**src/rtl/fp_add_normalize.sv**
```systemverilog
// Normalizes a raw mantissa sum/difference and its provisional exponent into {0, exp, frac}.
// Latency: 1 cycle after capture for carry/normal/zero/special; 1+k+1 for k left shifts (max 25).
// Backpressure: single operation in flight; in_ready only in IDLE, result held in DONE until out_ready.
module fp_add_normalize #(
    parameter int EXP_W  = 8,
    parameter int FRAC_W = 23
) (
    input  logic                    clk,
    input  logic                    rst,
    input  logic                    in_valid,
    output logic                    in_ready,
    input  logic [EXP_W-1:0]        in_exp,
    input  logic [FRAC_W+1:0]       in_mant,
    output logic                    out_valid,
    input  logic                    out_ready,
    output logic [EXP_W+FRAC_W:0]   temp_floating_point_out,
    output logic                    overflow,
    output logic                    underflow
);

    typedef enum logic [1:0] {
        S_IDLE  = 2'd0,
        S_SHIFT = 2'd1,
        S_DONE  = 2'd2
    } state_t;

    localparam logic [EXP_W-1:0] EXP_ALL1 = {EXP_W{1'b1}};
    localparam logic [EXP_W-1:0] EXP_ONE  = EXP_W'(1);

    // Bit positions inside the mantissa word: carry above hidden above fraction.
    localparam int CARRY_BIT  = FRAC_W + 1;
    localparam int HIDDEN_BIT = FRAC_W;

    state_t                 state_q, state_d;
    logic [EXP_W-1:0]       exp_q,   exp_d;
    logic [FRAC_W+1:0]      mant_q,  mant_d;
    logic                   ovf_q,   ovf_d;
    logic                   unf_q,   unf_d;

    // Exponent after a carry right-shift; only used when in_exp is not all-ones,
    // so the increment cannot wrap.
    logic [EXP_W-1:0]       exp_inc;
    // Operand classification at capture time.
    logic                   in_special;
    logic                   in_zero;
    logic                   in_carry;
    logic                   in_normal;

    // Classify the incoming operand.
    always_comb begin
        exp_inc    = in_exp + EXP_ONE;
        in_special = (in_exp == EXP_ALL1);
        in_zero    = (in_mant == '0);
        in_carry   = in_mant[CARRY_BIT];
        in_normal  = (in_mant[CARRY_BIT:HIDDEN_BIT] == 2'b01);
    end

    // Next-state and datapath update for the normalization FSM.
    always_comb begin
        state_d = state_q;
        exp_d   = exp_q;
        mant_d  = mant_q;
        ovf_d   = ovf_q;
        unf_d   = unf_q;

        case (state_q)
            S_IDLE: begin
                if (in_valid) begin
                    ovf_d = 1'b0;
                    unf_d = 1'b0;
                    if (in_special) begin
                        // NaN / infinity pass straight through untouched.
                        exp_d   = in_exp;
                        mant_d  = in_mant;
                        state_d = S_DONE;
                    end else if (in_zero) begin
                        // Exact cancellation gives a clean zero, not an underflow.
                        exp_d   = '0;
                        mant_d  = '0;
                        state_d = S_DONE;
                    end else if (in_carry) begin
                        // Single right shift; the dropped LSB is the truncation.
                        mant_d  = in_mant >> 1;
                        exp_d   = exp_inc;
                        if (exp_inc == EXP_ALL1) begin
                            // Exponent hit the reserved value: saturate to infinity.
                            mant_d[FRAC_W-1:0] = '0;
                            ovf_d              = 1'b1;
                        end
                        state_d = S_DONE;
                    end else if (in_normal) begin
                        exp_d   = in_exp;
                        mant_d  = in_mant;
                        state_d = S_DONE;
                    end else begin
                        // Leading zeros: shift left one bit per cycle. An exponent of 0
                        // (denormal operand) carries the same scale as exponent 1.
                        mant_d  = in_mant;
                        exp_d   = (in_exp == '0) ? EXP_ONE : in_exp;
                        state_d = S_SHIFT;
                    end
                end
            end

            S_SHIFT: begin
                if (mant_q[HIDDEN_BIT]) begin
                    state_d = S_DONE;
                end else if (exp_q > EXP_ONE) begin
                    mant_d = mant_q << 1;
                    exp_d  = exp_q - EXP_ONE;
                end else begin
                    // Out of exponent range: leave the mantissa as a denormal.
                    exp_d   = '0;
                    unf_d   = 1'b1;
                    state_d = S_DONE;
                end
            end

            S_DONE: begin
                if (out_ready) begin
                    ovf_d   = 1'b0;
                    unf_d   = 1'b0;
                    state_d = S_IDLE;
                end
            end

            default: begin
                state_d = S_IDLE;
            end
        endcase
    end

    // State and datapath registers; reset discards any operation in flight.
    always_ff @(posedge clk or posedge rst) begin
        if (rst) begin
            state_q <= S_IDLE;
            exp_q   <= '0;
            mant_q  <= '0;
            ovf_q   <= 1'b0;
            unf_q   <= 1'b0;
        end else begin
            state_q <= state_d;
            exp_q   <= exp_d;
            mant_q  <= mant_d;
            ovf_q   <= ovf_d;
            unf_q   <= unf_d;
        end
    end

    // Handshake and result outputs come straight from state and registers.
    always_comb begin
        in_ready                = (state_q == S_IDLE);
        out_valid               = (state_q == S_DONE);
        temp_floating_point_out = {1'b0, exp_q, mant_q[FRAC_W-1:0]};
        overflow                = ovf_q;
        underflow               = unf_q;
    end

endmodule

```
**config.mk**
```make
export PLATFORM = sky130hd
export DESIGN_NAME = fp_add_normalize
export DESIGN_NICKNAME = d
export VERILOG_FILES = /design/src/rtl/fp_add_normalize.sv
export SDC_FILE = /design/constraint.sdc
export NUM_CORES = 1
export LEC_CHECK = 0
export BUFFER_PORTS_ARGS = -buffer_cell sky130_fd_sc_hd__buf_4
export CAP_MARGIN = 5
export CORE_MARGIN = 2
export CORE_UTILIZATION = 48
export CTS_CLUSTER_DIAMETER = 120
export CTS_CLUSTER_SIZE = 40
export DETAILED_ROUTE_END_ITERATION = 10
export PLACE_DENSITY = 0.82
export SLEW_MARGIN = 20
export SYNTH_ARGS = -nofsm -noshare
export SYNTH_HDL_FRONTEND = slang
export SYNTH_SLANG_ARGS = --single-unit
export TNS_END_PERCENT = 20
```
**constraint.sdc**
```tcl
create_clock -name clk -period 1.9 [get_ports clk]
set_clock_uncertainty 0.1 [all_clocks]
set_input_delay 0.38 -clock clk [delete_from_list [all_inputs] [get_ports clk]]
set_output_delay 0.38 -clock clk [all_outputs]
set_load 0.01 [all_outputs]
```
# After elaboration in Yosys (flattened, before gate mapping)
# Cells that the tools add are included.
[totals]
input_bits = 37
regBits = 36
elab_cells = 69
out_inout_bits = 36
[op_classes]
n_eq_ne = 11
add_sub_neg = 2
reduce_logical = 12
order_cmp = 1
mux = 37
[op_table]
columns = ["operator", "count"]
rows = [
  ["two-way mux 24 bit", 6],
  ["two-way mux 8 bit", 8],
  ["case mux 24 bit (2 select lines)", 1],
  ["zero test 25 bit", 1],
  ["two-way mux 23 bit", 1],
  ["equality test 8 bit (second input constant)", 2],
  ["two-way mux 2 bit", 8],
  ["case mux 8 bit (2 select lines)", 1],
  ["two-way mux 1 bit", 9],
  ["AND reduction 3 bit", 3],
  ["adder 8 x 1 -> 8 bit (second input constant)", 1],
  ["greater-than comparator 8 x 1 -> 1 bit (second input constant)", 1],
  ["zero test 8 bit", 1],
  ["inequality test 2 bit (second input constant)", 4],
  ["subtractor 8 x 1 -> 8 bit (second input constant)", 1],
  ["case mux 2 bit (3 select lines)", 1],
  ["AND reduction 5 bit", 1],
  ["equality test 2 x 1 -> 1 bit (second input constant)", 2],
  ["AND reduction 4 bit", 1],
  ["nonzero test 2 bit", 2],
  ["inequality test 3 bit (second input constant)", 1],
  ["case mux 1 bit (3 select lines)", 1],
  ["nonzero test 3 bit", 1],
  ["equality test 2 bit (second input constant)", 1],
  ["4 further kinds", 4],
]

# Longest topological paths before layout
# Gate-level depths: netlist of run 1.
[logic_depth]
word_depth = 8
depth_mapped = 9
depth_no_buf = 7

# Least setup slack after synthesis of run 1
# Ideal clock, no wire load.
[synth_path]
path_type = "register to register"
startpoint = "register exp_q[0]"
endpoint = "register mant_q[0]"
path_slack_ns = -0.227
setup_time_ns = 0.125
arrival_ns = 1.901
synth_period_minus_slack_ns = 2.127
required_time_ns = 1.675
path_buffers = 1
path_stages_with_launch = 9
cell_sequence = "dfrtp_1 > inv_1 > ha_1 > or2_1 > a31o_2 > or2_1 > buf_2 > a32o_1 > a2bb2oi_1"
[synth_via]
elab_chain_len = 3
[synth_rtl]
columns = ["item", "line_no", "source"]
rows = [
  ["from (decl)", "35", "logic [EXP_W-1:0] exp_q, exp_d;"],
  ["from (signal assigned)", "143", "exp_q <= exp_d;"],
  ["greater-than comparator 8 x 1 -> 1 bit", "108", "end else if (exp_q > EXP_ONE) begin"],
  ["inequality test 2 bit (no source line)", "--", ""],
  ["AND reduction 4 bit (no source line)", "--", ""],
  ["to (signal assigned)", "144", "mant_q <= mant_d;"],
  ["to (decl)", "36", "logic [FRAC_W+1:0] mant_q, mant_d;"],
]
# No other way between the ends.
# A chain may end at the register's enable or synchronous reset.

# Final worst setup path of run 1
[layout_path]
startpoint = "register exp_q[0]"
endpoint = "register exp_q[6]"
[layout_via]
elab_chain_len = 4
word_cells_on_any_way = 5
cone_classes = "add/sub (1); order compare (1); mux (3)"
[layout_rtl]
columns = ["item", "line_no", "source"]
rows = [
  ["subtractor 8 x 1 -> 8 bit or greater-than comparator 8 x 1 -> 1 bit (tied branches)", "110, 108", ""],
  ["two-way mux 8 bit *", "108", ""],
  ["two-way mux 8 bit *", "106", "if (mant_q[HIDDEN_BIT]) begin"],
  ["case mux 8 bit (2 select lines) *", "66", "case (state_q)"],
]
# Every way passes the cells marked *; elsewhere a longest branch is shown, timed or not. The select of a mux whose other input is x is not followed.

==> results of run 1 <==
-- final timing paths --
kind,from,endpoint,depth (start not counted)
max,exp_q[0]$_DFFE_PP0P_,exp_q[6]$_DFFE_PP0P_,7
min,rst,state_q[1]$_DFFE_PP0P_,3
max reg2reg,exp_q[0]$_DFFE_PP0P_,exp_q[6]$_DFFE_PP0P_,7
min reg2reg,underflow$_DFFE_PP0P_,underflow$_DFFE_PP0P_,1
max in group asynchronous,rst,exp_q[0]$_DFFE_PP0P_,3
min in group clk,in_mant[12],mant_q[11]$_DFFE_PP0P_,2
-- cells by family after synthesis --
| family | after synthesis | synth area share |
|---|---|---|
| AOI/OAI and AO/OA | 83 | 0.236 |
| buffers and inverters | 50 | 0.119 |
| other | 1 | 0.00144 |
| DFF | 36 | 0.347 |
| adders and majority gates | 5 | 0.0241 |
| muxes | 3 | 0.0116 |
| and+or+nand+nor | 120 | 0.237 |
| xor gates and xnor gates | 7 | 0.0236 |
-- worst register-to-register path, cell delays in order, from the launching register on --
cell and delay, ns:
sky130_fd_sc_hd__dfrtp_2 0.39, sky130_fd_sc_hd__inv_2 0.05, sky130_fd_sc_hd__ha_4 0.15, sky130_fd_sc_hd__or2_1 0.23, sky130_fd_sc_hd__a31o_4 0.24, sky130_fd_sc_hd__or4_4 0.47
sky130_fd_sc_hd__o211ai_1 0.10, sky130_fd_sc_hd__a32o_1 0.18
-- sequential cells by signal, indices dropped and copies added, names as in the netlist --
register / cells
mant_q: 24
exp_q: 8
state_q: 2
overflow: 1
underflow: 1
-- layer usage --
metal,track usage,routed length [um],up-vias
met5,0,0,-
met4,0.0839,133,0
met3,0.0523,682,16
met2,0.457,4260,172
met1,0.318,3320,1408
li1,-,-,1318
-- through the flow --
step	std cells	total power, mW	setup TNS (ns)
floorplan	305	2.82	-1.85
global placement	466	3.55	-11.31
detailed placement	466	3.65	-12.36
CTS	474	4.21	-0.963
global route	478	4.70	-2.84
finish	478	4.44	-0.736
-- cells in the mapped netlist (all sizes together) --
cell type	instances	area, um2
o211a	1	10.0
a211oi	1	7.51
and4b	1	10.0
dfrtp	36	901
conb	1	3.75
nand2b	3	18.8
nor3	30	171
a2bb2oi	1	8.76
o21ai	9	45.0
a32o	2	20.0
a41o	1	10.0
o31ai	1	7.51
clkbuf	7	26.3
nand3b	1	7.51
buf	35	254
o221ai	4	35.0
nor4b	1	8.76
or2	3	18.8
o211ai	3	22.5
nand4	2	27.5
ha	5	62.6
xor2	2	17.5
nor2	15	58.8
o41ai	1	8.76
a21oi	28	144
o21a	1	7.51
mux2i	3	30.0
nor4	6	37.5
and2	1	6.26
a21o	3	22.5
or4	1	7.51
a211o	1	8.76
a31oi	1	6.26
and3	4	25.0
xnor2	5	43.8
nand3	13	70.1
a31o	2	17.5
o32a	1	10.0
a221o	22	220
nand2	38	143
inv	8	30.0
nor2b	1	6.26
-- final cells by class --
| class | count | area (um2) | area share |
|---|---|---|---|
| Sequential cell | 36 | 902 | 0.242 |
| Clock buffer | 7 | 76.3 | 0.0204 |
| Timing Repair Buffer | 136 | 1050 | 0.280 |
| Tap cell | 70 | 87.6 | 0.0235 |
| Multi-Input combinational cell | 220 | 1590 | 0.425 |
| Clock inverter | 1 | 5.00 | 0.00134 |
| Inverter | 8 | 30.0 | 0.00804 |
-- where the power goes --
group | leakage [nW] | internal [mW] | switching (mW)
Combinational | 1.25 | 1.24 | 1.18
Sequential | 0.446 | 1.10 | 0.378
Clock | 0.0422 | 0.258 | 0.277
-- what timing repair did --
action                                  4_1_cts  5_1_grt
resized for setup                             7       30
buffers inserted                              0        3
endpoints found under the setup margin       26       31
hold endpoints to repair                      0        0
cloned                                        0        1
pin swaps                                     1        1
==> qor.log, run 1 <==
qor: clock_network.worst_skew_pair.late_latency 0.29 ns
qor: place.placedInstanceArea 3450 um2
qor: clock_network.cts_htree_levels 2
qor: detailed_routing.avgViaCountPerCell 6.10
qor: final_layout.layout.core_utilization 0.722
qor: timing.hold_slack 0.112 ns
qor: clock_network.cts.clk_slew.worst_paths 0.08 ns
qor: floorplan.die-width 77.6 um
qor: detailed_routing.drt_wl_total 8.40 mm
qor: power.peakVddDrop 0.813 mV
qor: timing.maxClockFrequency 0.505 GHz
qor: clock_network.cts_root_buffer sky130_fd_sc_hd__clkbuf_8
qor: global_route.leftover_overflow_at_the_end_of_global_routing 0
qor: yosys.synth.avg_cell_area 8.52 um2
qor: setup_path.crit_chain inv_2, ha_4, or2_1, a31o_4, or4_4, o211ai_1, a32o_1
qor: timing.slew_viol_final 0
qor: final_layout.diodes 0
qor: setup_path.critical_path_peak_fanout 4
qor: clock_network.post_cts_hold_buffer_count 0
qor: timing.timing.final.ws_setup -0.0801 ns
qor: setup_path.worst_path_largest_cell_delay 0.47 ns
qor: status.status complete, but fails checks
qor: setup_path.worstPathRequired 2.03 ns
qor: final_layout.most_common_cell_after_layout_fill_and_taps_aside sky130_fd_sc_hd__buf_4
qor: floorplan.row_count 26
qor: detailed_routing.ant_nets 0
qor: global_route.wire_length_of_the_first_global_routing_pass 12.7 mm
qor: yosys.post_synth_instance_area 2600 um2
qor: setup_path.setup_slack_of_the_worst_register_to_register_path -0.08 ns
qor: final_layout.fill_cells 389
qor: clock_network.cts_made_buffers 5
qor: global_route.grt_use_total 0.260
qor: setup_path.worst_setup_path_end_kind flop
qor: detailed_routing.dr.first_iter.drc_count 284
qor: floorplan.die_height 77.6 um
qor: yosys.syn_nets 347
qor: floorplan.initial_utilization 0.502
qor: place.post-place-ws -0.520 ns
qor: global_route.grt_antenna_before_repair 0
qor: timing.grt_setup_unrepaired yes
qor: setup_path.timing_worst_setup_path_type reg2reg
qor: setup_path.cpMaxStageDelayCell sky130_fd_sc_hd__or4_4
qor: place.dpl.hpwl 5.85 mm
qor: final_layout.syn2layout_area_growth 43.8%
qor: detailed_routing.detail_route.drc_violations 0
qor: final_layout.design_area 3730 um2
qor: yosys.postSynthRegisterBits 36
qor: timing.worst_slew_pin_slew 0.545 ns
qor: timing.post-route-period-util 1.04
qor: setup_path.startpoint_type flop
qor: yosys.distinct_cells_synth 51
qor: timing.final.min_clock_period 1.98 ns
qor: clock_network.clock_tree.buffer_depth 2
qor: power.cellPowerDensity 1190 nW/um2
qor: detailed_routing.detail_route.first_pass.iterations 5
qor: detailed_routing.routedWlPerCell 17.6 um
qor: timing.final_count_of_hold_timing_violations 0
qor: yosys.postSynthCellCount 305
qor: final_layout.mostFrequentLayoutCells 134 x sky130_fd_sc_hd__buf_4, 38 x sky130_fd_sc_hd__nand2_1, 35 x sky130_fd_sc_hd__dfrtp_1, 22 x sky130_fd_sc_hd__a221o_1, 19 x sky130_fd_sc_hd__a21oi_1
qor: floorplan.floorplan.core_area 5170 um2
qor: timing.timing.slew.headroom 0.637
qor: clock_network.tritoncts built
qor: place.globalplace.congestion 0.890
qor: status.violations setup timing
qor: hold_path.min_path_type in2async
qor: run.timing.max_cap.violations 0
qor: setup_path.critical_path.top_delay_family simple AND/OR/NAND/NOR gates
qor: final_layout.numnets_final 449
qor: final_layout.drive_above_1_share 0.456
qor: floorplan.num_io_pins 73
qor: floorplan.design.die.area 6020 um2
qor: power.p_leak 1.74 nW
qor: clock_network.tritoncts_sinks 36
qor: global_route.grt_pass1_vias 2766
qor: global_route.grt_max_degree 37
qor: detailed_routing.dr_total_vias 2914
qor: yosys.yosysSeqAreaShare 0.347
qor: setup_path.critical_path_arrival 2.11 ns
qor: setup_path.worst-path-buf-inv 1
qor: place.io_buffers 71
qor: yosys.number_of_warnings_issued_by_yosys 0
qor: timing.setup_viol_count_final 24
No activity file was read; power rests on OpenSTA's default activity.
==> run 2: changes to the inputs <==
- CELL_PAD_IN_SITES_DETAIL_PLACEMENT: unset -> 1
- CELL_PAD_IN_SITES_GLOBAL_PLACEMENT: unset -> 2
- CORE_UTILIZATION: 48 -> 27
- PLACE_DENSITY: 0.82 -> 0.8
==> run 2 against run 1 <==
  * Clock power grew 29%
  * Non-clock buffer count grew 1
  * Worst setup slack lost 0.075 ns
  * The run still ends with setup timing left
  * First-iteration DRC count shrank 50%
  * Clock-buffer cell count shrank 1
  * Critical path depth is the same
  * Utilization shrank 31 points
  * Sequential share of layout area shrank 0.58 points
==> qor.log, run 2 (same netlist as run 1, synthesis figures left out) <==
qor: floorplan.row_count 35
qor: timing.worst_slew_pin_slew 0.500 ns
qor: setup_path.critical_path.top_delay_family simple AND/OR/NAND/NOR gates
qor: setup_path.reg2reg_to exp_q[6]$_DFFE_PP0P_
qor: power.peakVddDrop 0.392 mV
qor: setup_path.worstPathRequired 2.03 ns
qor: power.internal_power 2.72 mW
qor: detailed_routing.detail_route.drc_violations 0
qor: setup_path.cpMaxStageDelayCell sky130_fd_sc_hd__or4_4
qor: timing.grt_setup_unrepaired yes
qor: setup_path.worst_path_largest_cell_delay 0.49 ns
qor: setup_path.timing_worst_setup_path_type reg2reg
qor: clock_network.tritoncts_sinks 36
qor: timing.timing.final.ws_setup -0.155 ns
qor: timing.setup_viol_count_final 27
qor: clock_network.clock_tree.buffer_depth 2
qor: detailed_routing.dr_total_vias 2747
qor: final_layout.fill_cells 1125
qor: place.dpl.hpwl 7.05 mm
qor: setup_path.worst_setup_path_end_kind flop
qor: setup_path.cp_num_cells 7
qor: status.violations setup timing
qor: power.power.share.sequential 0.319
qor: detailed_routing.drt_wl_total 9.39 mm
qor: timing.post-route-period-util 1.08
qor: setup_path.critical_path_arrival 2.18 ns
qor: floorplan.die-width 102 um
qor: final_layout.mostFrequentLayoutCells 131 x sky130_fd_sc_hd__buf_4, 38 x sky130_fd_sc_hd__nand2_1, 35 x sky130_fd_sc_hd__dfrtp_1, 22 x sky130_fd_sc_hd__a221o_1, 20 x sky130_fd_sc_hd__a21oi_1
qor: place.globalplace.congestion 0.824
qor: global_route.grt_max_degree 37
qor: setup_path.critical_path_peak_fanout 5
qor: power.power.share.clock 0.152
qor: global_route.grt_pass1_vias 2853
qor: clock_network.worst_skew_pair.late_latency 0.30 ns
qor: clock_network.tritoncts built
qor: clock_network.cts_htree_levels 2
qor: setup_path.startpoint_type flop
qor: power.power.combinational.fraction 0.529
qor: clock_network.cts_root_buffer sky130_fd_sc_hd__clkbuf_8
qor: final_layout.design_area 3830 um2
qor: clock_network.post_cts_hold_buffer_count 0
qor: final_layout.numnets_final 449
qor: global_route.wire_length_of_the_first_global_routing_pass 14.9 mm
qor: power.power_switching_share 0.401
qor: floorplan.floorplan.core_area 9280 um2
qor: setup_path.crit_end exp_q[6]$_DFFE_PP0P_
qor: place.io_buffers 71
qor: power.net_switching_component_of_the_power 1.82 mW
qor: global_route.grt_use_total 0.183
qor: setup_path.critical_path.startpoint exp_q[1]$_DFFE_PP0P_
qor: floorplan.die_height 102 um
qor: power.cellPowerDensity 1190 nW/um2
qor: final_layout.drive_above_1_share 0.446
qor: hold_path.min_path_type in2async
qor: detailed_routing.routedWlPerCell 17.5 um
qor: final_layout.multiInputGateArea 1540 um2
qor: final_layout.most_common_cell_after_layout_fill_and_taps_aside sky130_fd_sc_hd__buf_4
qor: run.timing.max_cap.violations 0
qor: final_layout.syn2layout_area_growth 47.3%
qor: global_route.leftover_overflow_at_the_end_of_global_routing 0
qor: timing.maxClockFrequency 0.487 GHz
qor: final_layout.regMostFlops mant_q
qor: final_layout.layout.core_utilization 0.412
qor: status.status complete, but fails checks
qor: detailed_routing.avgViaCountPerCell 5.12
qor: setup_path.ff2ff_path_depth 7
qor: detailed_routing.highest-signal-layer met4
qor: global_route.grt_antenna_before_repair 0
qor: detailed_routing.drt-met1-wl 4.15 mm
qor: final_layout.seq_area 902 um2
qor: floorplan.initial_utilization 0.280
qor: floorplan.design.die.area 10400 um2
qor: timing.slew_viol_final 0
qor: timing.final_count_of_hold_timing_violations 0
qor: floorplan.num_io_pins 73
qor: clock_network.cts_made_buffers 5
qor: detailed_routing.dr.first_iter.drc_count 143
qor: place.dp.cells 527
qor: detailed_routing.detail_route.first_pass.iterations 4
qor: final_layout.diodes 0
qor: place.placedInstanceArea 3540 um2
qor: detailed_routing.ant_nets 0
qor: timing.timing.slew.headroom 0.666
qor: setup_path.worst-path-buf-inv 1
qor: timing.final.min_clock_period 2.06 ns
qor: detailed_routing.wl_met2 4.73 mm
qor: final_layout.largest_reg_flops 24
qor: setup_path.crit_chain inv_2, ha_4, or2_1, a31o_4, or4_4, o211ai_1, a32o_1
qor: detailed_routing.met3_length 423 um
qor: setup_path.worstReg2RegStart exp_q[1]$_DFFE_PP0P_
qor: final_layout.finish.cell_count_without_fillers 537
qor: final_layout.reg_top3 mant_q (24), exp_q (8), state_q (2)
qor: clock_network.cts.clk_slew.worst_paths 0.07 ns
qor: power.p_leak 1.75 nW
qor: setup_path.setup_slack_of_the_worst_register_to_register_path -0.16 ns
[run 2: changes by cell type in the layout (fill, tap and decap cells not counted), moves of 2 or more]
| cell | change |
|---|---|
| sky130_fd_sc_hd__nor3_1 | +5 |
| sky130_fd_sc_hd__buf_6 | +2 |
| sky130_fd_sc_hd__nor3_4 | -2 |
| sky130_fd_sc_hd__buf_4 | -3 |
| sky130_fd_sc_hd__nor3_2 | -3 |
[run 2: metal layers]
metal,global-route usage,vias up
li1,-,1309
met1,0.243,1364
met2,0.320,69
met3,0.0219,5
met4,0.0400,0
met5,0,-
[run 2: worst register-to-register path, stage by stage (launching register included)]
cell and delay, ns:
sky130_fd_sc_hd__dfrtp_1 0.37, sky130_fd_sc_hd__inv_2 0.07, sky130_fd_sc_hd__ha_4 0.15, sky130_fd_sc_hd__or2_1 0.23
sky130_fd_sc_hd__a31o_4 0.25, sky130_fd_sc_hd__or4_4 0.49, sky130_fd_sc_hd__o211ai_1 0.13, sky130_fd_sc_hd__a32o_1 0.20
[run 2: final cells by class]
cell class,count,share of cell area
multi-input cells,219,0.402
repair buffers,137,0.284
flip-flops and latches,36,0.236
well taps,129,0.0422
clock buffers,6,0.0190
clock inverters,2,0.00916
inverters,8,0.00785
[run 2: power by group through the flow]
stage | combinational (mW) | clock, mW | sequential [mW]
final | 2.40 | 0.689 | 1.45
after global routing | 2.63 | 0.720 | 1.50
after CTS | 2.36 | 0.700 | 1.44
after detailed placement | 2.29 | 0 | 1.43
after global placement | 2.23 | 0 | 1.42
after floorplan | 1.41 | 0 | 1.41
[run 2: metrics by stage]
stage	total power, mW	TNS [ns]	setup WS [ns]	hold slack [ns]
after floorplan	2.82	-1.85	-0.125	0.397
after global placement	3.65	-4.92	-0.208	0.412
after detailed placement	3.72	-5.28	-0.219	0.421
after CTS	4.50	-1.56	-0.168	0.119
after global routing	4.85	-3.72	-0.192	0.178
final	4.54	-1.47	-0.155	0.104
[run 2: how the worst min path moves through the flow]
stage	from	endpoint	slack, ns	cells past startpoint
CTS	rst	mant_q[2]$_DFFE_PP0P_	0.12	3
detailed placement	underflow$_DFFE_PP0P_	underflow$_DFFE_PP0P_	0.42	1
global placement	overflow$_DFFE_PP0P_	overflow$_DFFE_PP0P_	0.41	2
global route	rst	mant_q[2]$_DFFE_PP0P_	0.18	3
finish	rst	exp_q[5]$_DFFE_PP0P_	0.10	3
floorplan	in_valid	state_q[0]$_DFFE_PP0P_	0.40	1
[run 2: repair_timing]
action                                  CTS  global route
gates cloned                              1             0
buffers inserted                          1             2
pin swaps                                 4             2
gates resized for setup                  21            13
endpoints found under the setup margin   29            32
hold endpoints to repair                  0             0
==> run 3: changes to the inputs <==
- clock period: 1.9 -> 1.7 ns (I/O delays scaled with it)
==> run 3 against run 2 <==
  * The flow still finishes with violations (setup timing)
  * Combinational power grew 16%
  * Flip-flop and latch count unchanged
  * Worst hold slack got worse by 0.055 ns
  * Die area did not move
  * Largest cell class unchanged
  * Critical endpoint is now mant_q[13]$_DFFE_PP0P_
==> qor.log, run 3 (same netlist as run 1, synthesis figures left out) <==
qor: setup_path.critical_path_peak_fanout 23
qor: place.post-place-ws -0.361 ns
qor: clock_network.tritoncts_sinks 36
qor: global_route.grt_antenna_before_repair 0
qor: global_route.wire_length_of_the_first_global_routing_pass 15.0 mm
qor: final_layout.reg_top3 mant_q (24), exp_q (8), state_q (2)
qor: clock_network.cts.clk_slew.worst_paths 0.09 ns
qor: place.dpl.hpwl 7.14 mm
qor: detailed_routing.routedWlPerCell 16.9 um
qor: global_route.grt_max_degree 37
qor: setup_path.timing_worst_setup_path_type reg2reg
qor: clock_network.clock_tree.buffer_depth 2
qor: timing.maxClockFrequency 0.499 GHz
qor: floorplan.design.die.area 10400 um2
qor: final_layout.design_area 3970 um2
qor: final_layout.most_common_cell_after_layout_fill_and_taps_aside sky130_fd_sc_hd__buf_4
qor: final_layout.syn2layout_area_growth 52.8%
qor: clock_network.post_cts_hold_buffer_count 0
qor: floorplan.floorplan.core_area 9280 um2
qor: detailed_routing.dr_total_vias 2784
qor: final_layout.mostFrequentLayoutCells 144 x sky130_fd_sc_hd__buf_4, 37 x sky130_fd_sc_hd__nand2_1, 35 x sky130_fd_sc_hd__dfrtp_1, 22 x sky130_fd_sc_hd__a221o_1, 19 x sky130_fd_sc_hd__nor3_2
qor: setup_path.cpMaxStageDelayCell sky130_fd_sc_hd__dfrtp_2
qor: detailed_routing.drt_wl_total 9.31 mm
qor: setup_path.startpoint_type flop
qor: run.timing.max_cap.violations 0
qor: floorplan.die_height 102 um
qor: timing.grt_setup_unrepaired yes
qor: power.peakVddDrop 0.403 mV
qor: place.placedInstanceArea 3670 um2
qor: power.p_leak 1.81 nW
qor: setup_path.crit_chain ha_2, or2_1, a31o_4, or2_4, buf_12, a21oi_1, a221o_1
qor: power.cellPowerDensity 1310 nW/um2
qor: timing.setup_viol_count_final 33
qor: setup_path.worstPathRequired 1.84 ns
qor: final_layout.regMostFlops mant_q
qor: status.violations setup timing
qor: clock_network.worst_skew_pair.late_latency 0.30 ns
qor: place.io_buffers 71
qor: clock_network.cts_made_buffers 5
qor: status.status complete, but fails checks
qor: clock_network.tritoncts built
qor: floorplan.row_count 35
qor: detailed_routing.dr.first_iter.drc_count 80
qor: timing.hold_slack 0.0484 ns
qor: final_layout.numnets_final 463
qor: timing.post-route-period-util 1.18
qor: global_route.grt_use_total 0.182
qor: setup_path.ff2ff_path_depth 7
qor: floorplan.die-width 102 um
qor: detailed_routing.detail_route.first_pass.iterations 4
qor: final_layout.drive_above_1_share 0.502
qor: global_route.grt_pass1_vias 2968
qor: floorplan.num_io_pins 73
qor: timing.final.min_clock_period 2.00 ns
qor: final_layout.diodes 0
qor: timing.final_count_of_hold_timing_violations 0
qor: place.globalplace.congestion 0.816
qor: timing.slew_viol_final 0
qor: detailed_routing.avgViaCountPerCell 5.05
qor: final_layout.largest_reg_flops 24
qor: global_route.leftover_overflow_at_the_end_of_global_routing 0
qor: clock_network.cts_root_buffer sky130_fd_sc_hd__clkbuf_8
qor: detailed_routing.detail_route.drc_violations 0
qor: setup_path.worst_setup_path_end_kind flop
qor: setup_path.critical_path_arrival 2.14 ns
qor: hold_path.min_path_type in2async
qor: setup_path.worst_path_largest_cell_delay 0.43 ns
qor: floorplan.initial_utilization 0.280
qor: detailed_routing.ant_nets 0
qor: timing.timing.final.ws_setup -0.303 ns
qor: clock_network.cts_htree_levels 2
==> run 3: cell count changes in the layout (fill, tap and decap cells not counted), sizes merged <==
cell,before,now
clkbuf,6,5
clkinvlp,0,1
buf,137,151
==> run 3: worst max-delay path: cells and delay by family, from the launching register on <==
| kind | cells | cell delay (ns) |
|---|---|---|
| AOI/OAI and AO/OA | 3 | 0.56 |
| adders and majority gates | 1 | 0.19 |
| buffers and inverters | 1 | 0.17 |
| DFF | 1 | 0.43 |
| and+or+nand+nor | 2 | 0.48 |
==> run 3: worst paths after layout <==
check	slack, ns	start	end
min in group clk	0.19	in_valid	state_q[0]$_DFFE_PP0P_
min reg2reg	0.44	underflow$_DFFE_PP0P_	underflow$_DFFE_PP0P_
max reg2reg	-0.30	exp_q[0]$_DFFE_PP0P_	mant_q[13]$_DFFE_PP0P_
max	-0.30	exp_q[0]$_DFFE_PP0P_	mant_q[13]$_DFFE_PP0P_
max in group asynchronous	1.10	rst	exp_q[0]$_DFFE_PP0P_
min	0.05	rst	exp_q[7]$_DFFE_PP0P_
==> run 3: layout make-up <==
class	count	area (um2)
Timing Repair Buffer	151	1190
Clock inverter	3	42.5
Sequential cell	36	902
Inverter	8	30.0
Fill cell	1142	5320
Tap cell	129	161
Multi-Input combinational cell	219	1570
Clock buffer	5	68.8
==> run 3: through the flow <==
step                cells  TNS [ns]  total power [mW]   util
detailed placement    542    -10.92              4.25  0.396
global route          551     -9.66              5.58  0.427
global placement      542     -9.23              4.15  0.396
finish                551     -7.32              5.21  0.427
CTS                   550     -7.60              5.12  0.415
floorplan             305     -7.14              3.15      -
==> run 3: where the power goes <==
part	internal (mW)	total, mW	switching (mW)
Combinational	1.46	2.79	1.34
Sequential	1.23	1.64	0.409
Clock	0.434	0.779	0.345
==> run 3: what timing repair did <==
| action | CTS | global route |
|---|---|---|
| endpoints found under the setup margin | 35 | 35 |
| pin swaps | 4 | 0 |
| gates resized for setup | 17 | 27 |
| setup buffers | 0 | 1 |
| endpoints found under the hold margin | 0 | 0 |
==> run 3: per-layer routing <==
metal / global-route usage / vias up / part of all wire
li1: - / 1337 / -
met1: 0.237 / 1383 / 0.44
met2: 0.320 / 56 / 0.51
met3: 0.0226 / 8 / 0.035
met4: 0.0462 / 0 / 0.010
met5: 0 / - / 0
